--- config.mk ---
export PLATFORM = sky130hd
export DESIGN_NAME = vga_disc_scheduler
export DESIGN_NICKNAME = d
export VERILOG_FILES = /design/src/rtl/vga_disc_pkg.sv /design/src/rtl/disc_next_index.sv /design/src/rtl/vga_disc_scheduler.sv
export SDC_FILE = /design/constraint.sdc
export NUM_CORES = 1
export LEC_CHECK = 0
export CAP_MARGIN = 30
export CORE_MARGIN = 2
export CORE_UTILIZATION = 25
export DETAILED_ROUTE_END_ITERATION = 12
export GPL_TIMING_DRIVEN = 0
export SYNTH_ARGS = -nofsm -noshare
export SYNTH_HDL_FRONTEND = slang
export SYNTH_SLANG_ARGS = --single-unit
--- constraint.sdc ---
create_clock -name clk -period 1.3 [get_ports clk]
set_input_delay 0.26 -clock clk [delete_from_list [all_inputs] [get_ports clk]]
set_output_delay 0.26 -clock clk [all_outputs]
set_load 0.05 [all_outputs]
--- src/rtl/vga_disc_pkg.sv ---
// Shared types and constants for the VGA disc scheduler: FSM states,
// compositing modes, RGB bit offsets and a lowest-set-bit helper.
package vga_disc_pkg;

  typedef enum logic [1:0] {
    S_IDLE,
    S_RUN,
    S_ADVANCE
  } state_t;

  localparam int BLEND_PRIORITY = 0;
  localparam int BLEND_OR       = 1;

  localparam int RGB_W     = 3;
  localparam int RGB_R_OFS = 2;
  localparam int RGB_G_OFS = 1;
  localparam int RGB_B_OFS = 0;

  localparam int MAX_DISCS = 8;

  // Scanning from the top down leaves the lowest set bit as the final winner.
  function automatic logic [2:0] lowest_set(input logic [MAX_DISCS-1:0] m);
    lowest_set = '0;
    for (int i = MAX_DISCS - 1; i >= 0; i--) begin
      if (m[i]) lowest_set = 3'(i);
    end
  endfunction

endpackage

--- src/rtl/disc_next_index.sv ---
// Round-robin successor search: next set mask bit strictly above the current
// index, wrapping to the lowest set bit; flags the wrap and an empty mask.
module disc_next_index
  import vga_disc_pkg::*;
#(
  parameter int NUM_DISCS = 3
) (
  input  logic [NUM_DISCS-1:0]                   mask_i,
  input  logic [((NUM_DISCS > 1) ? $clog2(NUM_DISCS) : 1)-1:0] cur_i,
  output logic [((NUM_DISCS > 1) ? $clog2(NUM_DISCS) : 1)-1:0] next_o,
  output logic                                   wrap_o,
  output logic                                   none_o
);

  localparam int IDX_W = (NUM_DISCS > 1) ? $clog2(NUM_DISCS) : 1;

  logic found;

  always_comb begin
    found  = 1'b0;
    next_o = '0;
    none_o = (mask_i == '0);
    for (int i = NUM_DISCS - 1; i >= 0; i--) begin
      if (mask_i[i] && (i > int'(cur_i))) begin
        next_o = IDX_W'(i);
        found  = 1'b1;
      end
    end
    // Nothing above the current index: fall back to the lowest set bit.
    if (!found) begin
      for (int i = NUM_DISCS - 1; i >= 0; i--) begin
        if (mask_i[i]) next_o = IDX_W'(i);
      end
    end
    wrap_o = !found && !none_o;
  end

endmodule

--- src/rtl/vga_disc_scheduler.sv ---
// Round-robin multiply-grant scheduler for disc channels with per-grant
// timeout, plus a registered priority / OR-blend pixel compositor.
module vga_disc_scheduler
  import vga_disc_pkg::*;
#(
  parameter int NUM_DISCS      = 3,
  parameter int TIMEOUT_CYCLES = 1024,
  parameter int BLEND_MODE     = 0,
  parameter int IDX_W          = (NUM_DISCS > 1) ? $clog2(NUM_DISCS) : 1
) (
  input  logic                       clk,
  input  logic                       reset,
  input  logic                       locked,
  input  logic                       blank,
  input  logic [NUM_DISCS-1:0]       disc_mask,
  input  logic [RGB_W*NUM_DISCS-1:0] disc_color,
  input  logic [NUM_DISCS-1:0]       flag_on_disc,
  input  logic [NUM_DISCS-1:0]       mul_done,
  output logic [NUM_DISCS-1:0]       mul_enable,
  output logic                       red,
  output logic                       green,
  output logic                       blue,
  output logic [IDX_W-1:0]           active_idx,
  output logic                       sweep_done,
  output logic                       timeout_err
);

  localparam int CNT_W = $clog2(TIMEOUT_CYCLES);

  state_t               state_q, state_d;
  logic [IDX_W-1:0]     idx_q, idx_d;
  logic [CNT_W-1:0]     cnt_q, cnt_d;
  logic [NUM_DISCS-1:0] men_q, men_d;
  logic                 terr_q, terr_d;
  logic [RGB_W-1:0]     rgb_q, rgb_d;

  logic [IDX_W-1:0]     nxt_idx;
  logic                 nxt_wrap;
  logic                 nxt_none;
  logic [IDX_W-1:0]     low_idx;
  logic [NUM_DISCS-1:0] contrib;

  disc_next_index #(
    .NUM_DISCS(NUM_DISCS)
  ) u_next (
    .mask_i(disc_mask),
    .cur_i (idx_q),
    .next_o(nxt_idx),
    .wrap_o(nxt_wrap),
    .none_o(nxt_none)
  );

  assign low_idx = IDX_W'(lowest_set(MAX_DISCS'(disc_mask)));

  always_comb begin
    state_d = state_q;
    idx_d   = idx_q;
    cnt_d   = cnt_q;
    men_d   = men_q;
    terr_d  = terr_q;
    if (!locked) begin
      state_d = S_IDLE;
      cnt_d   = '0;
      men_d   = '0;
    end else begin
      case (state_q)
        S_IDLE: begin
          cnt_d = '0;
          men_d = '0;
          if (|disc_mask) begin
            idx_d   = low_idx;
            men_d   = NUM_DISCS'(1) << low_idx;
            state_d = S_RUN;
          end
        end
        S_RUN: begin
          cnt_d = cnt_q + CNT_W'(1);
          // A done arriving on the timeout cycle wins and leaves the error flag alone.
          if (mul_done[idx_q]) begin
            state_d = S_ADVANCE;
            cnt_d   = '0;
            men_d   = '0;
          end else if (cnt_q == CNT_W'(TIMEOUT_CYCLES - 1)) begin
            terr_d  = 1'b1;
            state_d = S_ADVANCE;
            cnt_d   = '0;
            men_d   = '0;
          end
        end
        S_ADVANCE: begin
          cnt_d = '0;
          men_d = '0;
          if (nxt_none) begin
            state_d = S_IDLE;
          end else begin
            idx_d   = nxt_idx;
            men_d   = NUM_DISCS'(1) << nxt_idx;
            state_d = S_RUN;
          end
        end
        default: begin
          state_d = S_IDLE;
          men_d   = '0;
          cnt_d   = '0;
        end
      endcase
    end
  end

  always_comb begin
    contrib = flag_on_disc & disc_mask;
    rgb_d   = '0;
    if (BLEND_MODE == BLEND_OR) begin
      for (int i = 0; i < NUM_DISCS; i++) begin
        if (contrib[i]) rgb_d = rgb_d | disc_color[RGB_W*i +: RGB_W];
      end
    end else begin
      for (int i = NUM_DISCS - 1; i >= 0; i--) begin
        if (contrib[i]) rgb_d = disc_color[RGB_W*i +: RGB_W];
      end
    end
    if (blank) rgb_d = '0;
  end

  always_ff @(posedge clk) begin
    if (reset) begin
      state_q <= S_IDLE;
      idx_q   <= '0;
      cnt_q   <= '0;
      men_q   <= '0;
      terr_q  <= 1'b0;
      rgb_q   <= '0;
    end else begin
      state_q <= state_d;
      idx_q   <= idx_d;
      cnt_q   <= cnt_d;
      men_q   <= men_d;
      terr_q  <= terr_d;
      rgb_q   <= rgb_d;
    end
  end

  assign mul_enable  = men_q;
  assign active_idx  = idx_q;
  assign timeout_err = terr_q;
  assign sweep_done  = (state_q == S_ADVANCE) && nxt_wrap;
  assign red         = rgb_q[RGB_R_OFS];
  assign green       = rgb_q[RGB_G_OFS];
  assign blue        = rgb_q[RGB_B_OFS];

endmodule

# Word level (Yosys, flattened, before mapping)

Index checks and enable logic that the tools add are counted.

Shift-type cells: 2
Bitwise logic cells: 4
$add $sub $neg: 1
Multiplexer cells: 29
Eq/ne operators: 6
Order comparisons: 3
Reduce and logical (&&, ||, !) cells: 16

Operators with widths:

| kind                                                                          | count |
|---|---|
| 2-bit 2-to-1 mux                                                              | 14 |
| 3-bit 2-to-1 mux                                                              | 7 |
| 10-bit by 1-bit adder with 10-bit output (second input constant)              | 1 |
| 10-bit == test (second input constant)                                        | 1 |
| 3-bit case mux with 3 select lines                                            | 1 |
| 4-bit AND reduction                                                           | 2 |
| 2-bit case mux with 3 select lines                                            | 1 |
| 1-bit by 2-bit left shift with 3-bit output (first input constant)            | 2 |
| 5-bit OR reduction                                                            | 1 |
| 1-bit logical AND                                                             | 4 |
| 1-bit 2-to-1 mux                                                              | 4 |
| 2-bit inequality test (second input constant)                                 | 2 |
| 2-bit case mux with 2 select lines                                            | 1 |
| 2-bit OR reduction                                                            | 2 |
| 3-bit AND                                                                     | 1 |
| 3-bit zero test                                                               | 1 |
| 2-bit by 3-bit less-than comparator with 1-bit output (second input constant) | 1 |
| 3-bit inequality test (second input constant)                                 | 1 |
| 1-bit inverter                                                                | 3 |
| 3-bit OR reduction                                                            | 1 |
| 1-bit binary-select mux with 2-bit select                                     | 1 |
| 2-bit by 1-bit == test with 1-bit output (second input constant)              | 1 |
| 2-bit == test (second input constant)                                         | 1 |
| 1-bit by 2-bit > comparator with 1-bit output (first input constant)          | 1 |
| other kinds (5)                                                               | 6 |

Word-level logic and storage cells: 67
Bits in registers: 21
Input bits: 22
Output and inout bits: 10

# Longest topological paths before layout

Word-level depth: 11
Gate-level depth with buffers: 6
Mapped depth without buffers: 5

# Cells and area by module

Synthesis repeated with hierarchy kept, for this count alone.

Cells, all modules: 119
Area, all modules: 1,098.6 um^2

Modules (own cells, without submodules):

| module             | instances | cells an instance | area an instance (um^2) | sequential area each (um^2) |
|---|---|---|---|---|
| vga_disc_scheduler | 1         | 110               | 1,036.0                 | 420.4 |
| disc_next_index    | 1         | 9                 | 62.6                    | 0.0 |

# Worst setup path after synthesis

Ideal clock, no wire load.

Path type: flip-flop to output port
Start point: reg idx_q[0] (netlist: active_idx[0])
End point: out sweep_done
Stages on the path, launching flop included: 5
Arrival: 2,681 ps
Path buffers: 0
Data required time: 1,040 ps
Slack: -1,641 ps
Path through: dfxtp_1 > nor2b_1 > nor2_1 > nor2_1 > nor4b_1

Cells in the longest elaborated chain, start to end: 7
Elaborated cells on any way between the ends: 9
Classes of those cells: order compare (2); mux (2); reduce/logical (5)

Ends and longest elaborated chain:

| element                | RTL line                  | source |
|---|---|---|
| from (decl)            | vga_disc_scheduler.sv:31  | `logic [IDX_W-1:0] idx_q, idx_d;` |
| from (signal assigned) | vga_disc_scheduler.sv:135 | `idx_q <= idx_d;` |
| 2-bit > comparator     | disc_next_index.sv:24     | `if (mask_i[i] && (i > int'(cur_i))) begin` |
| 1-bit logical AND      | disc_next_index.sv:24     |  |
| 1-bit 2-to-1 mux       | disc_next_index.sv:24     |  |
| 1-bit 2-to-1 mux *     | disc_next_index.sv:24     |  |
| 1-bit zero test *      | -                         |  |
| 1-bit logical AND *    | disc_next_index.sv:35     | `wrap_o = !found && !none_o;` |
| 1-bit logical AND *    | vga_disc_scheduler.sv:146 | `assign sweep_done = (state_q == S_ADVANCE) && nxt_wrap;` |
| to (decl)              | vga_disc_scheduler.sv:24  | `output logic sweep_done,` |

Every way passes the cells marked *; elsewhere a longest branch is shown, timed or not.

# Final worst setup path

Start point: in disc_mask[2]
End point: out sweep_done

Cells in the longest elaborated chain, start to end: 6
Elaborated cells on any way between the ends: 8
Classes of those cells: mux (2); reduce/logical (6)

Ends and longest elaborated chain:

| element                        | RTL line                  | source |
|---|---|---|
| from (decl)                    | vga_disc_scheduler.sv:15  | `input logic [NUM_DISCS-1:0] disc_mask,` |
| 1-bit logical AND              | disc_next_index.sv:24     |  |
| 1-bit 2-to-1 mux (2 in series) | disc_next_index.sv:24     |  |
| 1-bit zero test                | -                         |  |
| 1-bit logical AND *            | disc_next_index.sv:35     |  |
| 1-bit logical AND *            | vga_disc_scheduler.sv:146 |  |

Marked as above.

==> metrics.cfg <==
[sta]
setup_viol=17
min_period_over_period=1.15
slew-limit-headroom=0.730
fin_skew_ns=0.00231
fin_crit_ns=1.50
worst_slack_ns=-0.200
rsz0062_at_grt=yes
timing.fmax_ghz=0.667
slew_violations=0
worst_pin_slew_ns=0.405
hold_viol=0

[route]
drt_first_pass_iters=4
drt_iter0_markers=12
routed_wl_um=2660
routed_via_density=4.87
antenna_left=0
routedWlPerCell_um=13.2
vias=978
drc_errors=0

[status]
status=complete, but fails checks
failed_checks=negative setup slack

[synthesis]
synth_cell_type_count=40
yosysWarnings=0
ys_seq_elements=21
synth-seq-area-share=0.402
synth_edf_count=0
synth_largest_area_cell=dfxtp_1
async_flop_share=0
ys_top_cells_by_count=dfxtp_1 (21), nor2_1 (11), xor2_1 (7), nor2_2 (6)
syn_area_um2=1050
synthCells=109
yosysMostFrequentCell=dfxtp_1
syn_area_per_cell_um2=9.60
synth_top_cells_by_area=dfxtp_1 (40%), xor2_1 (5.9%), nor2_1 (3.9%)
synth_fp_nets=132
synth_top_area_frac=0.402
synth_top_flop_cell=dfxtp_1

[layout]
multiInputGateArea_um2=677
nFillCells=397
areaGrowthSynthToFinish_pct=55.1
final_nets=175
antenna_cells=0
drive_gt1_frac=0.338
regArea_um2=429

[critical_path]
end_kind=primary output
worstReg2RegStart=active_idx[0]
crit_arrival_ns=1.24
critPathLaunchType=input pin
reg2regPathDepth=6
worstPathRequired_ns=1.04
rrSetupSlack_ns=-0.18
timing.rr.end=state_q[0]
crit_path_max_fanout=8
path_class=input pin to primary output

[place]
place.gp.congestion=0.727
io_buffers=30
post-place-ws_ns=-1.19
hpwl_um=1920

[floorplan]
start_util=0.261
die-area_um2=4720
ios=32
rows=23
fp.dieW_um=68.7
fp.coreArea_um2=4000
die_y_um=68.7

[clock_network]
cts_sinks=21
cts_tree=yes
cts_max_level=1
clkLatencyLatePin_ns=0.26
cts_made_buffers=3
root_buffer=clkbuf_8
cts_hold_buf=0
path_clk_slew_ns=0.07
clk_path_buf_depth=2

[global_route]
busiest_layer=met2
antenna_found_initial=0
grt.met3_usage=0.0422
met1_usage=0.128
grt_max_degree=12
grt_remaining_overflow=0
grt_util_all_layers=0.123
grt_pass1_vias=956
grt_pass1_wl_um=4300
met2_usage=0.239

[job]
maxCapViolCount=0

[pwr]
powerDensity_nw_per_um2=845
max-vdd-ir-drop_mv=0.394
p_total_uw=1370
p_leak_uw=0.000570

[min_path]
min-delay-start=cnt_q[0]
holdPathEnd=cnt_q[0]
worstHoldPathCells=1
hold_class=flop to flop

## layer usage
metal,wire length [um],up-vias
li1,-,485
met1,1010,459
met2,1480,32
met3,158,2
met4,6,0
met5,0,-
## layout by cell type (no fill, tap or decap), types with 2 or more instances in the layout
master,n
clkdlybuf4s15_2,7
a2111oi_2,2
nor2b_1,2
xor2_1,7
nor2_2,8
a32oi_1,4
dlygate4sd2_1,2
dfxtp_4,2
and4_1,2
buf_4,5
o22ai_1,3
nor2b_4,2
a32o_1,3
nand2_1,4
and2_1,2
clkdlybuf4s50_1,17
nand4_1,2
nand3_1,3
inv_1,2
o21ai_0,2
nand2b_1,4
clkbuf_1,2
dfxtp_1,18
buf_6,7
clkbuf_8,3
nor2_1,9
## where the power goes
group | internal (uW) | switching, uW
Sequential | 656 | 15.3
Combinational | 140 | 135
Clock | 218 | 207
## sequential cells by signal, indices dropped and copies added (netlist names)
name         cells
timeout_err      1
rgb_q            3
cnt_q           10
state_q          2
active_idx       2
mul_enable       3
## worst max-delay path: stages
cell	delay [ns]
dlygate4sd2_1	0.38
nor3_2	0.12
nor4b_4	0.28
buf_6	0.19
## worst max-delay path by stage
stage | cells after the start | to | slack (ns) | startpoint
floorplan | 4 | sweep_done | -0.30 | active_idx[0]
global placement | 5 | sweep_done | -1.16 | disc_mask[1]
detailed placement | 5 | sweep_done | -1.19 | disc_mask[1]
CTS | 5 | sweep_done | -0.23 | active_idx[0]
global route | 5 | sweep_done | -0.26 | active_idx[0]
finish | 4 | sweep_done | -0.20 | disc_mask[2]
## cells by family (layout without fill, tap and decap cells)
logic type / Yosys count / after routing / share of synthesized area
XOR/XNOR: 8 / 8 / 0.0670
buffers and inverters: 5 / 47 / 0.0263
AO/OA/AOI/OAI: 23 / 23 / 0.190
multiplexers: 1 / 1 / 0.00957
AND/OR/NAND/NOR: 50 / 50 / 0.293
adder cells (fa/ha/maj): 1 / 1 / 0.0120
flip-flops: 21 / 21 / 0.402
## timing repair
item | CTS | global route
resized for setup | 55 | 4
endpoints found under the setup margin | 30 | 22
pin swaps | 11 | 4
setup buffers | 7 | 2
## layout make-up
| cell class | count | area share |
|---|---|---|
| tap | 50 | 0.0386 |
| sequential | 21 | 0.264 |
| clock buffer | 4 | 0.0278 |
| inverter | 2 | 0.00463 |
| timing repair buffer | 39 | 0.238 |
| multi-input combinational | 83 | 0.417 |
| buffer | 2 | 0.00925 |
## per-stage QoR
step / instance area [um2] / TNS, ns / hold WS (ns) / utilization / std cells
floorplan: 1090 / -0.770 / 0.323 / - / 109
global placement: 1460 / -10.85 / 0.419 / 0.364 / 189
detailed placement: 1460 / -11.84 / 0.422 / 0.364 / 189
CTS: 1600 / -2.18 / 0.435 / 0.401 / 199
global route: 1620 / -3.25 / 0.458 / 0.406 / 201
finish: 1620 / -2.19 / 0.438 / 0.406 / 201
(Power assumes the default switching activity.)
